===== config.mk =====
export PLATFORM = sky130hd
export DESIGN_NAME = key_conditioner_flat
export DESIGN_NICKNAME = d
export VERILOG_FILES = /design/src/rtl/key_pkg.sv /design/src/rtl/key_conditioner_if.sv /design/src/rtl/key_debounce_ch.sv /design/src/rtl/key_conditioner.sv /design/src/flat_wrapper.sv
export SDC_FILE = /design/constraint.sdc
export NUM_CORES = 1
export LEC_CHECK = 0
export ABC_AREA = 1
export ABC_CLOCK_PERIOD_IN_PS = 1500
export BUFFER_PORTS_ARGS = -buffer_cell sky130_fd_sc_hd__buf_2
export CORE_UTILIZATION = 49
export DETAILED_ROUTE_END_ITERATION = 10
export GPL_ROUTABILITY_DRIVEN = 0
export MAX_ROUTING_LAYER = met4
export PLACE_DENSITY_LB_ADDON = 0.3
export SLEW_MARGIN = 20
export SYNTH_ARGS = -nofsm -noshare
export SYNTH_HDL_FRONTEND = slang
export SYNTH_SLANG_ARGS = --single-unit

===== constraint.sdc =====
create_clock -name clk -period 1.5 [get_ports clk]
set_input_delay 0.15 -clock clk [delete_from_list [all_inputs] [get_ports clk]]
set_output_delay 0.15 -clock clk [all_outputs]
set_load 0.01 [all_outputs]

===== src/rtl/key_pkg.sv =====
// Shared constants, width helper and repeat-state type for the keypad conditioning path.
// No datapath here; the repeat-state type is only used when KEY_AUTOREPEAT_EN is defined.
package key_pkg;

  localparam int KEY_DEBOUNCE_CYCLES = 50000;     // 1 ms at 50 MHz
  localparam int KEY_REPEAT_DELAY    = 25000000;
  localparam int KEY_REPEAT_PERIOD   = 10000000;
  localparam int KEY_CANCEL_IDX      = 3;

  // Counter width able to hold 0..v-1, never narrower than one bit.
  function automatic int key_width(input int v);
    return (v < 2) ? 1 : $clog2(v);
  endfunction

  typedef enum logic [1:0] {
    IDLE,
    DELAY,
    REPEAT
  } rep_state_t;

endpackage


===== src/rtl/key_conditioner_if.sv =====
// Keypad bundle: raw buttons in, debounced levels and one-hot press pulses out.
// Master drives raw buttons; slave (the conditioner) drives levels and pulses. No backpressure.
interface key_conditioner_if #(
  parameter int N_KEYS = 4
);

  logic [N_KEYS-1:0] keys_raw;
  logic [N_KEYS-1:0] keys_level;
  logic [N_KEYS-1:0] keys_pulse;

  modport master (output keys_raw, input keys_level, input keys_pulse);
  modport slave  (input keys_raw, output keys_level, output keys_pulse);

endinterface


===== src/rtl/key_debounce_ch.sv =====
// One button channel: 2-flop synchroniser, stability counter, level register, rise/fall strobes.
// Level changes DEBOUNCE_CYCLES+2 edges after a stable raw change; strobes are combinational on the accepting cycle.
module key_debounce_ch
  import key_pkg::*;
#(
  parameter int DEBOUNCE_CYCLES = KEY_DEBOUNCE_CYCLES
) (
  input  logic clk,
  input  logic rst_n,
  input  logic raw,
  output logic level,
  output logic rise,
  output logic fall
);

  localparam int            CW       = key_width(DEBOUNCE_CYCLES);
  localparam logic [CW-1:0] CNT_LAST = CW'(DEBOUNCE_CYCLES - 1);

  logic          sync1;
  logic          sync2;
  logic          accept;
  logic [CW-1:0] cnt;

  assign accept = (sync2 != level) && (cnt == CNT_LAST);
  assign rise   = accept && sync2;
  assign fall   = accept && !sync2;

  always_ff @(posedge clk or negedge rst_n) begin
    if (!rst_n) begin
      sync1 <= 1'b0;
      sync2 <= 1'b0;
      cnt   <= '0;
      level <= 1'b0;
    end else begin
      sync1 <= raw;
      sync2 <= sync1;
      // Any matching sample restarts the count, so a bounce needs a full fresh window.
      if ((sync2 == level) || accept) cnt <= '0;
      else                            cnt <= cnt + 1'b1;
      if (accept) level <= sync2;
    end
  end

endmodule


===== src/rtl/key_conditioner.sv =====
// Debounces N_KEYS buttons and emits a registered one-hot press pulse (highest index wins); optional KEY_AUTOREPEAT_EN.
// Press latency DEBOUNCE_CYCLES+2 edges from raw rise; no backpressure, dropped simultaneous presses are not queued.
module key_conditioner
  import key_pkg::*;
#(
  parameter int N_KEYS          = 4,
  parameter int DEBOUNCE_CYCLES = KEY_DEBOUNCE_CYCLES,
  parameter int REPEAT_DELAY    = KEY_REPEAT_DELAY,
  parameter int REPEAT_PERIOD   = KEY_REPEAT_PERIOD
) (
  input  logic              clk,
  input  logic              rst_n,
  key_conditioner_if.slave  kif
);

  logic [N_KEYS-1:0] level_v;
  logic [N_KEYS-1:0] rise_v;
  logic [N_KEYS-1:0] fall_v;
  logic [N_KEYS-1:0] press_oh;
  logic [N_KEYS-1:0] pulse_d;
  logic [N_KEYS-1:0] pulse_q;

  for (genvar gi = 0; gi < N_KEYS; gi++) begin : g_ch
    key_debounce_ch #(
      .DEBOUNCE_CYCLES(DEBOUNCE_CYCLES)
    ) u_ch (
      .clk   (clk),
      .rst_n (rst_n),
      .raw   (kif.keys_raw[gi]),
      .level (level_v[gi]),
      .rise  (rise_v[gi]),
      .fall  (fall_v[gi])
    );
  end

  // Ascending scan: the last (highest) rising key overwrites any lower one.
  always_comb begin
    press_oh = '0;
    for (int i = 0; i < N_KEYS; i++) begin
      if (rise_v[i]) begin
        press_oh    = '0;
        press_oh[i] = 1'b1;
      end
    end
  end

`ifdef KEY_AUTOREPEAT_EN
  localparam int            KW          = key_width(N_KEYS);
  localparam int            RMAX        = (REPEAT_DELAY > REPEAT_PERIOD) ? REPEAT_DELAY : REPEAT_PERIOD;
  localparam int            TW          = key_width(RMAX);
  localparam logic [TW-1:0] DELAY_LAST  = TW'(REPEAT_DELAY - 1);
  localparam logic [TW-1:0] PERIOD_LAST = TW'(REPEAT_PERIOD - 1);

  rep_state_t    state_q, state_d;
  logic [KW-1:0] key_q, key_d, press_idx;
  logic [TW-1:0] tmr_q, tmr_d;
  logic          rep_fire;
  logic          held;

  always_comb begin
    press_idx = '0;
    for (int i = 0; i < N_KEYS; i++) begin
      if (rise_v[i]) press_idx = KW'(i);
    end
  end

  // Held means still high after this edge, so no repeat fires on the releasing edge.
  assign held = level_v[key_q] && !fall_v[key_q];

  always_ff @(posedge clk or negedge rst_n) begin
    if (!rst_n) begin
      state_q <= IDLE;
      key_q   <= '0;
      tmr_q   <= '0;
    end else begin
      state_q <= state_d;
      key_q   <= key_d;
      tmr_q   <= tmr_d;
    end
  end

  always_comb begin
    state_d  = state_q;
    key_d    = key_q;
    tmr_d    = tmr_q;
    rep_fire = 1'b0;
    if (press_oh != '0) begin
      state_d = DELAY;
      key_d   = press_idx;
      tmr_d   = '0;
    end else begin
      case (state_q)
        IDLE: ;
        DELAY: begin
          if (!held) begin
            state_d = IDLE;
            tmr_d   = '0;
          end else if (tmr_q == DELAY_LAST) begin
            rep_fire = 1'b1;
            state_d  = REPEAT;
            tmr_d    = '0;
          end else begin
            tmr_d = tmr_q + 1'b1;
          end
        end
        REPEAT: begin
          if (!held) begin
            state_d = IDLE;
            tmr_d   = '0;
          end else if (tmr_q == PERIOD_LAST) begin
            rep_fire = 1'b1;
            tmr_d    = '0;
          end else begin
            tmr_d = tmr_q + 1'b1;
          end
        end
        default: state_d = IDLE;
      endcase
    end
  end

  always_comb begin
    pulse_d = press_oh;
    if ((press_oh == '0) && rep_fire) pulse_d = N_KEYS'(1) << key_q;
  end
`else
  logic cfg_unused;
  assign cfg_unused = ^{REPEAT_DELAY, REPEAT_PERIOD, fall_v};
  assign pulse_d    = press_oh;
`endif

  always_ff @(posedge clk or negedge rst_n) begin
    if (!rst_n) pulse_q <= '0;
    else        pulse_q <= pulse_d;
  end

  assign kif.keys_level = level_v;
  assign kif.keys_pulse = pulse_q;

endmodule


===== src/flat_wrapper.sv =====
// flat-port wrapper written by rule: the top's interface ports become plain ports
module key_conditioner_flat import key_pkg::*;
#(
  parameter int N_KEYS          = 4,
  parameter int DEBOUNCE_CYCLES = KEY_DEBOUNCE_CYCLES,
  parameter int REPEAT_DELAY    = KEY_REPEAT_DELAY,
  parameter int REPEAT_PERIOD   = KEY_REPEAT_PERIOD
)
  (clk, rst_n, kif_keys_raw, kif_keys_level, kif_keys_pulse);
  key_conditioner_if #(.N_KEYS(N_KEYS)) kif_i ();
  input  logic clk;
  input  logic rst_n;
  input wire logic [$bits(kif_i.keys_raw)-1:0] kif_keys_raw;
  output wire logic [$bits(kif_i.keys_level)-1:0] kif_keys_level;
  output wire logic [$bits(kif_i.keys_pulse)-1:0] kif_keys_pulse;
  assign kif_i.keys_raw = kif_keys_raw;
  assign kif_keys_level = kif_i.keys_level;
  assign kif_keys_pulse = kif_i.keys_pulse;
  key_conditioner #(.N_KEYS(N_KEYS), .DEBOUNCE_CYCLES(DEBOUNCE_CYCLES), .REPEAT_DELAY(REPEAT_DELAY), .REPEAT_PERIOD(REPEAT_PERIOD)) u_core (.clk(clk), .rst_n(rst_n), .kif(kif_i));
endmodule

* Word-level counts from Yosys, hierarchy flattened
Cells that the tools add are included.
** Word-level totals
- Logic and storage cells :: 53
- Output and inout bits :: 8
- Input bits :: 6
- Register bits :: 80
** Cells by class
- Equal/unequal tests :: 12
- Add/subtract/negate cells :: 4
- Reduce and logical (&&, ||, !) cells :: 12
- Multiplexer cells :: 8
** Operators by type and width (number)
- 16-bit by 1-bit adder with 16-bit output (second input constant) :: 4
- 16-bit == test (second input constant) :: 4
- 16-bit two-way mux :: 4
- 4-bit two-way mux :: 3
- 1-bit logical AND :: 8
- 1-bit == test :: 4
- 1-bit logical OR :: 4
- 1-bit inequality test :: 4
- 1-bit two-way mux :: 1

* Depth between registers and ports, before layout
Gate-level depths: netlist of run 1.
- Depth in word-level cells :: 7
- Depth in mapped cells :: 8
- Mapped depth without buffers :: 8

* Cells and area by module
A second synthesis of run 1 with hierarchy kept.
** Second synthesis, totals
- Cell total of the unflattened synthesis :: 545
- Area total of the unflattened synthesis :: 4247.8 µm²
** Modules (own cells, without submodules)
- key_debounce_ch :: area an instance 1028.5 µm², times used 4, sequential area each 475.5 µm², cells an instance 133
- key_conditioner :: area an instance 133.9 µm², times used 1, sequential area each 100.1 µm², cells an instance 13

* Least setup slack after synthesis of run 1
OpenSTA, ideal clock, no wires.
- Kind :: register to register
- Start :: register u_core.g_ch[3].u_ch.cnt[0]
- End :: register u_core.g_ch[3].u_ch.cnt[8]
- Data required time :: 1382 ps
- Clock period less this slack :: 1359 ps
- Cell stages (with the launch flop) :: 8
- Setup time :: 118 ps
- Arrival :: 1240 ps
- Buffers on the path :: 1
- Slack :: 141 ps
- Cells stage by stage :: dfrtp_1 > ha_1 > nand3_2 > nor2_2 > nand2_2 > nand2_4 > buf_6 > nor2_1
** On the way
- Word-level cells in the longest chain between the ends :: 4
- Elaborated cells on any way between the ends :: 5
- Classes of those cells :: add/sub: 1; eq/ne: 1; mux: 1; reduce/logical: 2
** Ends and longest elaborated chain
- start: declaration :: RTL line key_debounce_ch.sv:22 : logic [CW-1:0] cnt;
- start signal: assignment :: RTL line key_debounce_ch.sv:39 : else cnt <= cnt + 1'b1;
- branches (longest 3 deep; another with 16-bit by 1-bit adder with 16-bit output)
- 16-bit two-way mux * :: RTL line key_debounce_ch.sv:38 : if ((sync2 == level) || accept) cnt <= '0;
Mark *: on every way between the ends.
A chain may end at the register's enable or synchronous reset.

* Final worst setup path of run 1
- Start :: register u_core.g_ch[2].u_ch.cnt[0]
- End :: register u_core.g_ch[2].u_ch.cnt[7]
** On the way
- Word-level cells in the longest chain between the ends :: 4
- Elaborated cells on any way between the ends :: 5
- Classes of those cells :: add/sub: 1; eq/ne: 1; mux: 1; reduce/logical: 2
** Ends and longest elaborated chain (RTL line)
- start: declaration :: key_debounce_ch.sv:22
- start signal: assignment :: key_debounce_ch.sv:39
- branches (longest 3 deep; another with 16-bit by 1-bit adder with 16-bit output)
- 16-bit two-way mux * :: key_debounce_ch.sv:38
Marks and branches as above.

==> results of run 1 <==
[metal layers]
metal	track usage [%]	vias up
met4	8.33	0
met3	4.03	13
li1	-	1802
met1	28.2	1668
met2	33.8	59
met5	-	-
[sequential cells by signal, summed over array words and instances, names as in the netlist]
name and count:
u_core.g_ch.u_ch.sync2 4, u_core.kif.keys_pulse 4, u_core.g_ch.u_ch.cnt 64, u_core.g_ch.u_ch.sync1 4
u_core.g_ch.u_ch.level 4
[how the worst max path moves through the flow]
stage | startpoint | endpoint | slack, ns | cells after the start
2_1_floorplan | u_core.g_ch[3].u_ch.cnt[0] | u_core.g_ch[3].u_ch.cnt[8] | 0.14 | 7
3_3_place_gp | u_core.g_ch[0].u_ch.cnt[0] | u_core.g_ch[0].u_ch.cnt[15] | 0.1 | 6
3_5_place_dp | u_core.g_ch[2].u_ch.cnt[0] | u_core.g_ch[2].u_ch.cnt[7] | -0.01 | 6
4_1_cts | u_core.g_ch[0].u_ch.cnt[0] | u_core.g_ch[0].u_ch.cnt[4] | 0.03 | 6
5_1_grt | u_core.g_ch[2].u_ch.cnt[0] | u_core.g_ch[2].u_ch.cnt[7] | -0.08 | 6
6_report | u_core.g_ch[2].u_ch.cnt[0] | u_core.g_ch[2].u_ch.cnt[7] | 0.06 | 6
[power by group]
part / internal (mW) / total [mW] / switching (mW)
registers: 2.19 / 2.22 / 0.0279
logic: 0.0605 / 0.175 / 0.114
clock network: 0.840 / 1.60 / 0.763
[metrics by stage]
stage	setup slack [ns]	TNS (ns)
after floorplan	0.141	0
after global placement	0.0981	0
after detailed placement	-0.0130	-0.0138
after CTS	0.0272	0
after global routing	-0.0847	-0.977
final	0.0642	0
[worst register-to-register path, stage by stage, from the launching register on]
cell     delay (ns)
dfrtp_1        0.38
ha_1           0.20
nand3_1        0.16
nor2_2         0.20
nand2_2        0.18
nand2_4        0.14
nor2_1         0.07
[logic make-up (layout without fill, tap and decap cells)]
group | after synthesis | after routing | synth area share [%]
AOI/OAI and AO/OA | 24 | 24 | 3.55
and+or+nand+nor | 366 | 367 | 37.3
adders and majority gates | 4 | 4 | 1.19
xor gates and xnor gates | 16 | 16 | 3.52
DFF | 80 | 80 | 47.7
buffers and inverters | 63 | 95 | 6.71
[repair_timing]
action | CTS | global route
setup endpoints to repair | 2 | 57
hold buffers | 5 | 0
endpoints found under the hold margin | 84 | 0
cloned | 0 | 1
resized for setup | 1 | 9
setup buffers | 0 | 0
[final cells by class]
type	count	area [um^2]
Clock buffer	11	151
Clock inverter	3	42.5
Fill cell	759	3580
Inverter	55	206
Multi-Input combinational cell	411	1950
Sequential cell	80	2000
Tap cell	105	131
Timing Repair Buffer	26	190
[synth_stat cells (5+ instances only)]
cell type  number  area (um^2)
o21ai_0         8         40.0
o21bai_1       11         82.6
nor3_1          5         25.0
nand2_1       130          488
inv_1          53          199
nor2_2          8         50.1
nand3_1        39          195
dfrtp_1        80         2000
nor2_1        147          552
xor2_1         15          131
nand2_2         9         56.3
nand4_1        21          131
[cells in the final DEF (no fill, tap or decap), types with 5 or more instances in the layout]
| cell | synthesis | layout |
|---|---|---|
| nor2_1 | 147 | 144 |
| nor2_2 | 8 | 10 |
| dlygate4sd3_1 | 0 | 5 |
| nand2_4 | 1 | 5 |
| buf_4 | 4 | 8 |
| xor2_1 | 15 | 15 |
| o21bai_1 | 11 | 11 |
| inv_1 | 53 | 53 |
| clkbuf_8 | 0 | 11 |
| nand2_2 | 9 | 6 |
| nand4_1 | 21 | 21 |
| dfrtp_1 | 80 | 79 |
| o21ai_0 | 8 | 8 |
| nand2_1 | 130 | 130 |
| nand3_1 | 39 | 39 |
| nor3_1 | 5 | 5 |
| buf_2 | 0 | 12 |
==> results.toml, run 1 <==
[critical_path]
start_kind = "register"
critical_path.cell_chain = "ha_1 > nand3_1 > nor2_2 > nand2_2 > nand2_4 > nor2_1"
reg2reg_setup_slack_ns = 0.06
critPathCaptureType = "register"
cp.arrival_ns = 1.66
r2r_start = "u_core.g_ch[2].u_ch.cnt[0]"
cp_max_fo = 9
crit_type = "register to register"
r2r_cells = 6
r2r-end = "u_core.g_ch[2].u_ch.cnt[7]"
critPathSlowestCell = "dfrtp_1"
cpPeakStageDelay_ns = 0.38
required_ns = 1.72
crit_buf_inv = 0
path_delay_family = "simple AND/OR/NAND/NOR gates"

[synthesis]
synthesis.area_um2 = 4200
ys_seq_area_share_pct = 47.7
synthDistinctLibCells = 23
yosys_warnings = 0
synth_nets = 563
synth-main-ff-cell = "dfrtp_1"
synth-async-reset-ratio_pct = 100
synth_area_per_cell_um2 = 7.59
syn_inst = 553
ys_seq_elements = 80
synth-edff-count = 0

[timing]
fmax_mhz = 696
whs_ns = 0.353
rsz0062_at_grt = "true"
finalSetupViolCount = 0
final_hold_viol_count = 0
min_period_over_period_pct = 95.7
finalClockSkew_ns = 0.0124
period_minus_slack_ns = 1.44
tightestPinTransition_ns = 0.496
relSlewSlack_pct = 66.9
slew_violations = 0

[worst_hold_path]
min_to = "u_core.g_ch[1].u_ch.sync2"
hold_depth = 0
min_from = "u_core.g_ch[1].u_ch.sync1"
hp-class = "register to register"

[detailed_routing]
wl_met2_um = 3930
wl_um = 8370
routedWlPerCell_um = 12.1
drtAntennaViolNets = 0
top_layer = "met4"
firstDrtPassIters = 4
via_per_inst = 5.13
met3_length_um = 290
first_iter_violations = 227
wl_met1_um = 4010
drc = 0
vias = 3542

[clocking]
clk_pin_slew_ns = 0.07
cts_buffers = 9
root_buffer = "clkbuf_8"
clk_path_buf_depth = 2
clkLatencyLatePin_ns = 0.35
cts_tree = "done"
cts.sinks = 80
htreeDepth = 3

[placed_design]
dp_cells = 671
hpwl_um = 5780
place_area_um2 = 4390
port_buffers = 13

[global_route]
grt_pass1_wl_um = 14700
grt_max_degree = 81
grt_pass1_vias = 3383
antenna_found_initial = 0
grt_usage_pct = 21.7
grt-ovfl-total = 0

[floorplanning]
design.die.area_um2 = 8940
die_y_um = 94.5
io_pins = 14
rows = 33
coreArea_um2 = 8260
die_w_um = 94.5
start_util_pct = 50.8

[finish]
design_area_um2 = 4680
n_antenna_cell = 0
drive_above_1_share_pct = 11.4
finalCoreUtilization_pct = 56.7
syn_to_final_growth_pct = 11.5
fin_cells = 691
nets = 593

[power]
p_leak_nw = 2.14
peakVddDrop_mv = 0.508
power_density_nw_per_um2 = 854
p_total_mw = 4.00

[run_status]
status = "complete, no violations"

[job]
maxCapViolCount = 0
(Power assumes the default switching activity.)
==> run 2, diff against run 1 <==
--- a/config.mk
+++ b/config.mk
@@ -8,11 +8,13 @@
 export ABC_AREA = 1
 export ABC_CLOCK_PERIOD_IN_PS = 1500
 export BUFFER_PORTS_ARGS = -buffer_cell sky130_fd_sc_hd__buf_2
+export CORE_MARGIN = 2
 export CORE_UTILIZATION = 49
 export DETAILED_ROUTE_END_ITERATION = 10
 export GPL_ROUTABILITY_DRIVEN = 0
 export MAX_ROUTING_LAYER = met4
 export PLACE_DENSITY_LB_ADDON = 0.3
+export SETUP_SLACK_MARGIN = 0.4
 export SLEW_MARGIN = 20
 export SYNTH_ARGS = -nofsm -noshare
 export SYNTH_HDL_FRONTEND = slang
==> run 2 against run 1 <==
  * Sequential power about the same
  * Utilization up 13 points
  * Clock power down 13%
  * Non-clock buffer count up 49
  * Sequential share of layout area down 7.7 points
  * Clock skew down 0.0032 ns
  * Final cell count up 7.7%
  * Combinational power up 71%
  * First-iteration DRC count down 22%
  * Critical path depth unchanged
  * Sequential cell count unchanged
  * Die area up 4.3%
  * Largest cell class is now multi-input combinational cells
  * Highest routed layer unchanged
==> results.toml, run 2 (same netlist as run 1, synthesis figures left out) <==
[power]
p_total_mw = 3.94
peakVddDrop_mv = 0.477
power_density_nw_per_um2 = 685
p_leak_nw = 2.57

[detailed_routing]
routedWlPerCell_um = 14.2
first_iter_violations = 176
drc = 0
drtAntennaViolNets = 0
wl_um = 10600
via_per_inst = 5.34
vias = 3970
firstDrtPassIters = 5

[placed_design]
dpl_worst_slack_ns = 0.0686
hpwl_um = 6030
port_buffers = 13

[timing]
finalClockSkew_ns = 0.00927
relSlewSlack_pct = 73.8
tightestPinTransition_ns = 0.393
slew_violations = 0
rsz0062_at_grt = "true"
setup_ws_ns = 0.189
fmax_mhz = 763
min_period_over_period_pct = 87.4
period_minus_slack_ns = 1.31
final_hold_viol_count = 0
tns_ns = 0
finalSetupViolCount = 0

[global_route]
grt-ovfl-total = 0
grt_pass1_vias = 3634
grt_max_degree = 40
antenna_found_initial = 0
grt_usage_pct = 23.5
grt_pass1_wl_um = 16300

[critical_path]
crit_cells = 6
r2r_cells = 6
critical_path.cell_chain = "ha_4 > nand3_4 > nor2_4 > nand3_2 > nand2_2 > nor2_1"
cp_max_fo = 3
crit_buf_inv = 0
cp.arrival_ns = 1.56
start_kind = "register"
required_ns = 1.75
critPathSlowestCell = "dfrtp_1"
path_delay_family = "simple AND/OR/NAND/NOR gates"
critPathCaptureType = "register"
cpPeakStageDelay_ns = 0.44
crit_type = "register to register"

[finish]
largest_register_ff_count = 64
n_antenna_cell = 0
final_common_cell = "nand2_1"
most-common-layout-cells = "108 x nand2_1, 97 x nor2_1, 65 x dfrtp_1"
drive_above_1_share_pct = 37.9
nets = 646
syn_to_final_growth_pct = 37.3
fillers = 594
top_register = "u_core.g_ch.u_ch.cnt"

[floorplanning]
io_pins = 14
coreArea_um2 = 8260
die_y_um = 96.5
start_util_pct = 50.8
design.die.area_um2 = 9320
die_w_um = 96.5
rows = 33

[run_status]
status = "complete, no violations"

[clocking]
cts_tree = "done"
clk_path_buf_depth = 2
clk_pin_slew_ns = 0.08
cts_buffers = 9
cts.sinks = 80
htreeDepth = 3
clkLatencyLatePin_ns = 0.36
root_buffer = "clkbuf_8"

[job]
maxCapViolCount = 0

[worst_hold_path]
hp-class = "input pin to async pin"
run 2: cell count changes in the layout (fill, tap and decap cells not counted), moves of 13 or more:
cell / change
nand2_1: -22
buf_4: +48
nand3_1: -22
nor2_4: +20
nand3_2: +14
nor2_1: -47
dfrtp_1: -14
dfrtp_2: +14
nand2_2: +13
nor2_2: +27
run 2: timing repair:
item / in CTS / in global routing
endpoints found under the hold margin: 60 / 0
buffers inserted: 27 / 24
hold buffers: 5 / 0
endpoints found under the setup margin: 75 / 75
pin swaps: 16 / 29
gates resized for setup: 70 / 92
gates cloned: 4 / 1
run 2: report_power, final:
group,internal (mW),leakage (nW),switching [mW]
sequential,2.19,1.07,0.0475
combinational,0.127,1.42,0.173
clock,0.619,0.0838,0.785
run 2: final timing paths:
| path | start | end | slack [ns] |
|---|---|---|---|
| setup / recovery | u_core.g_ch[2].u_ch.cnt[0] | u_core.kif.keys_pulse[0] | 0.19 |
| max in group asynchronous | rst_n | u_core.g_ch[1].u_ch.cnt[0] | 0.69 |
| setup reg to reg | u_core.g_ch[2].u_ch.cnt[0] | u_core.kif.keys_pulse[0] | 0.19 |
| hold reg to reg | u_core.g_ch[0].u_ch.sync1 | u_core.g_ch[0].u_ch.sync2 | 0.35 |
| min in group clk | u_core.g_ch[0].u_ch.sync1 | u_core.g_ch[0].u_ch.sync2 | 0.35 |
| hold / removal | rst_n | u_core.g_ch[3].u_ch.cnt[11] | 0.20 |
run 2: through the flow:
stage	area [um^2]	std cells	hold slack (ns)	utilization, %
final	5760	744	0.197	69.8
after floorplan	4330	553	-0.146	-
after CTS	5250	719	0.204	63.5
after global placement	4510	669	0.0437	54.6
after global routing	5760	744	0.215	69.8
after detailed placement	4510	669	0.0432	54.6
run 2: layout make-up:
class                   count  area [um^2]  area share, %
multi-input cells         415         2660           46.2
flip-flops and latches     80         2020           35.1
repair buffers             75          581           10.1
inverters                  55          209           3.63
clock buffers              10          138           2.39
well taps                 105          131           2.28
clock inverters             4         22.5          0.391
run 2: layer usage:
layer | track usage (%) | routed length (um)
met1 | 28.9 | 4530
met4 | 9.98 | 234
met5 | - | 0
met3 | 3.96 | 442
met2 | 38.4 | 5390
run 2: worst register-to-register path: cells and delay by family, from the launching register on:
kind | cells | cell delay [ns]
flops | 1 | 0.44
simple gates | 5 | 0.57
fa+ha+maj | 1 | 0.20
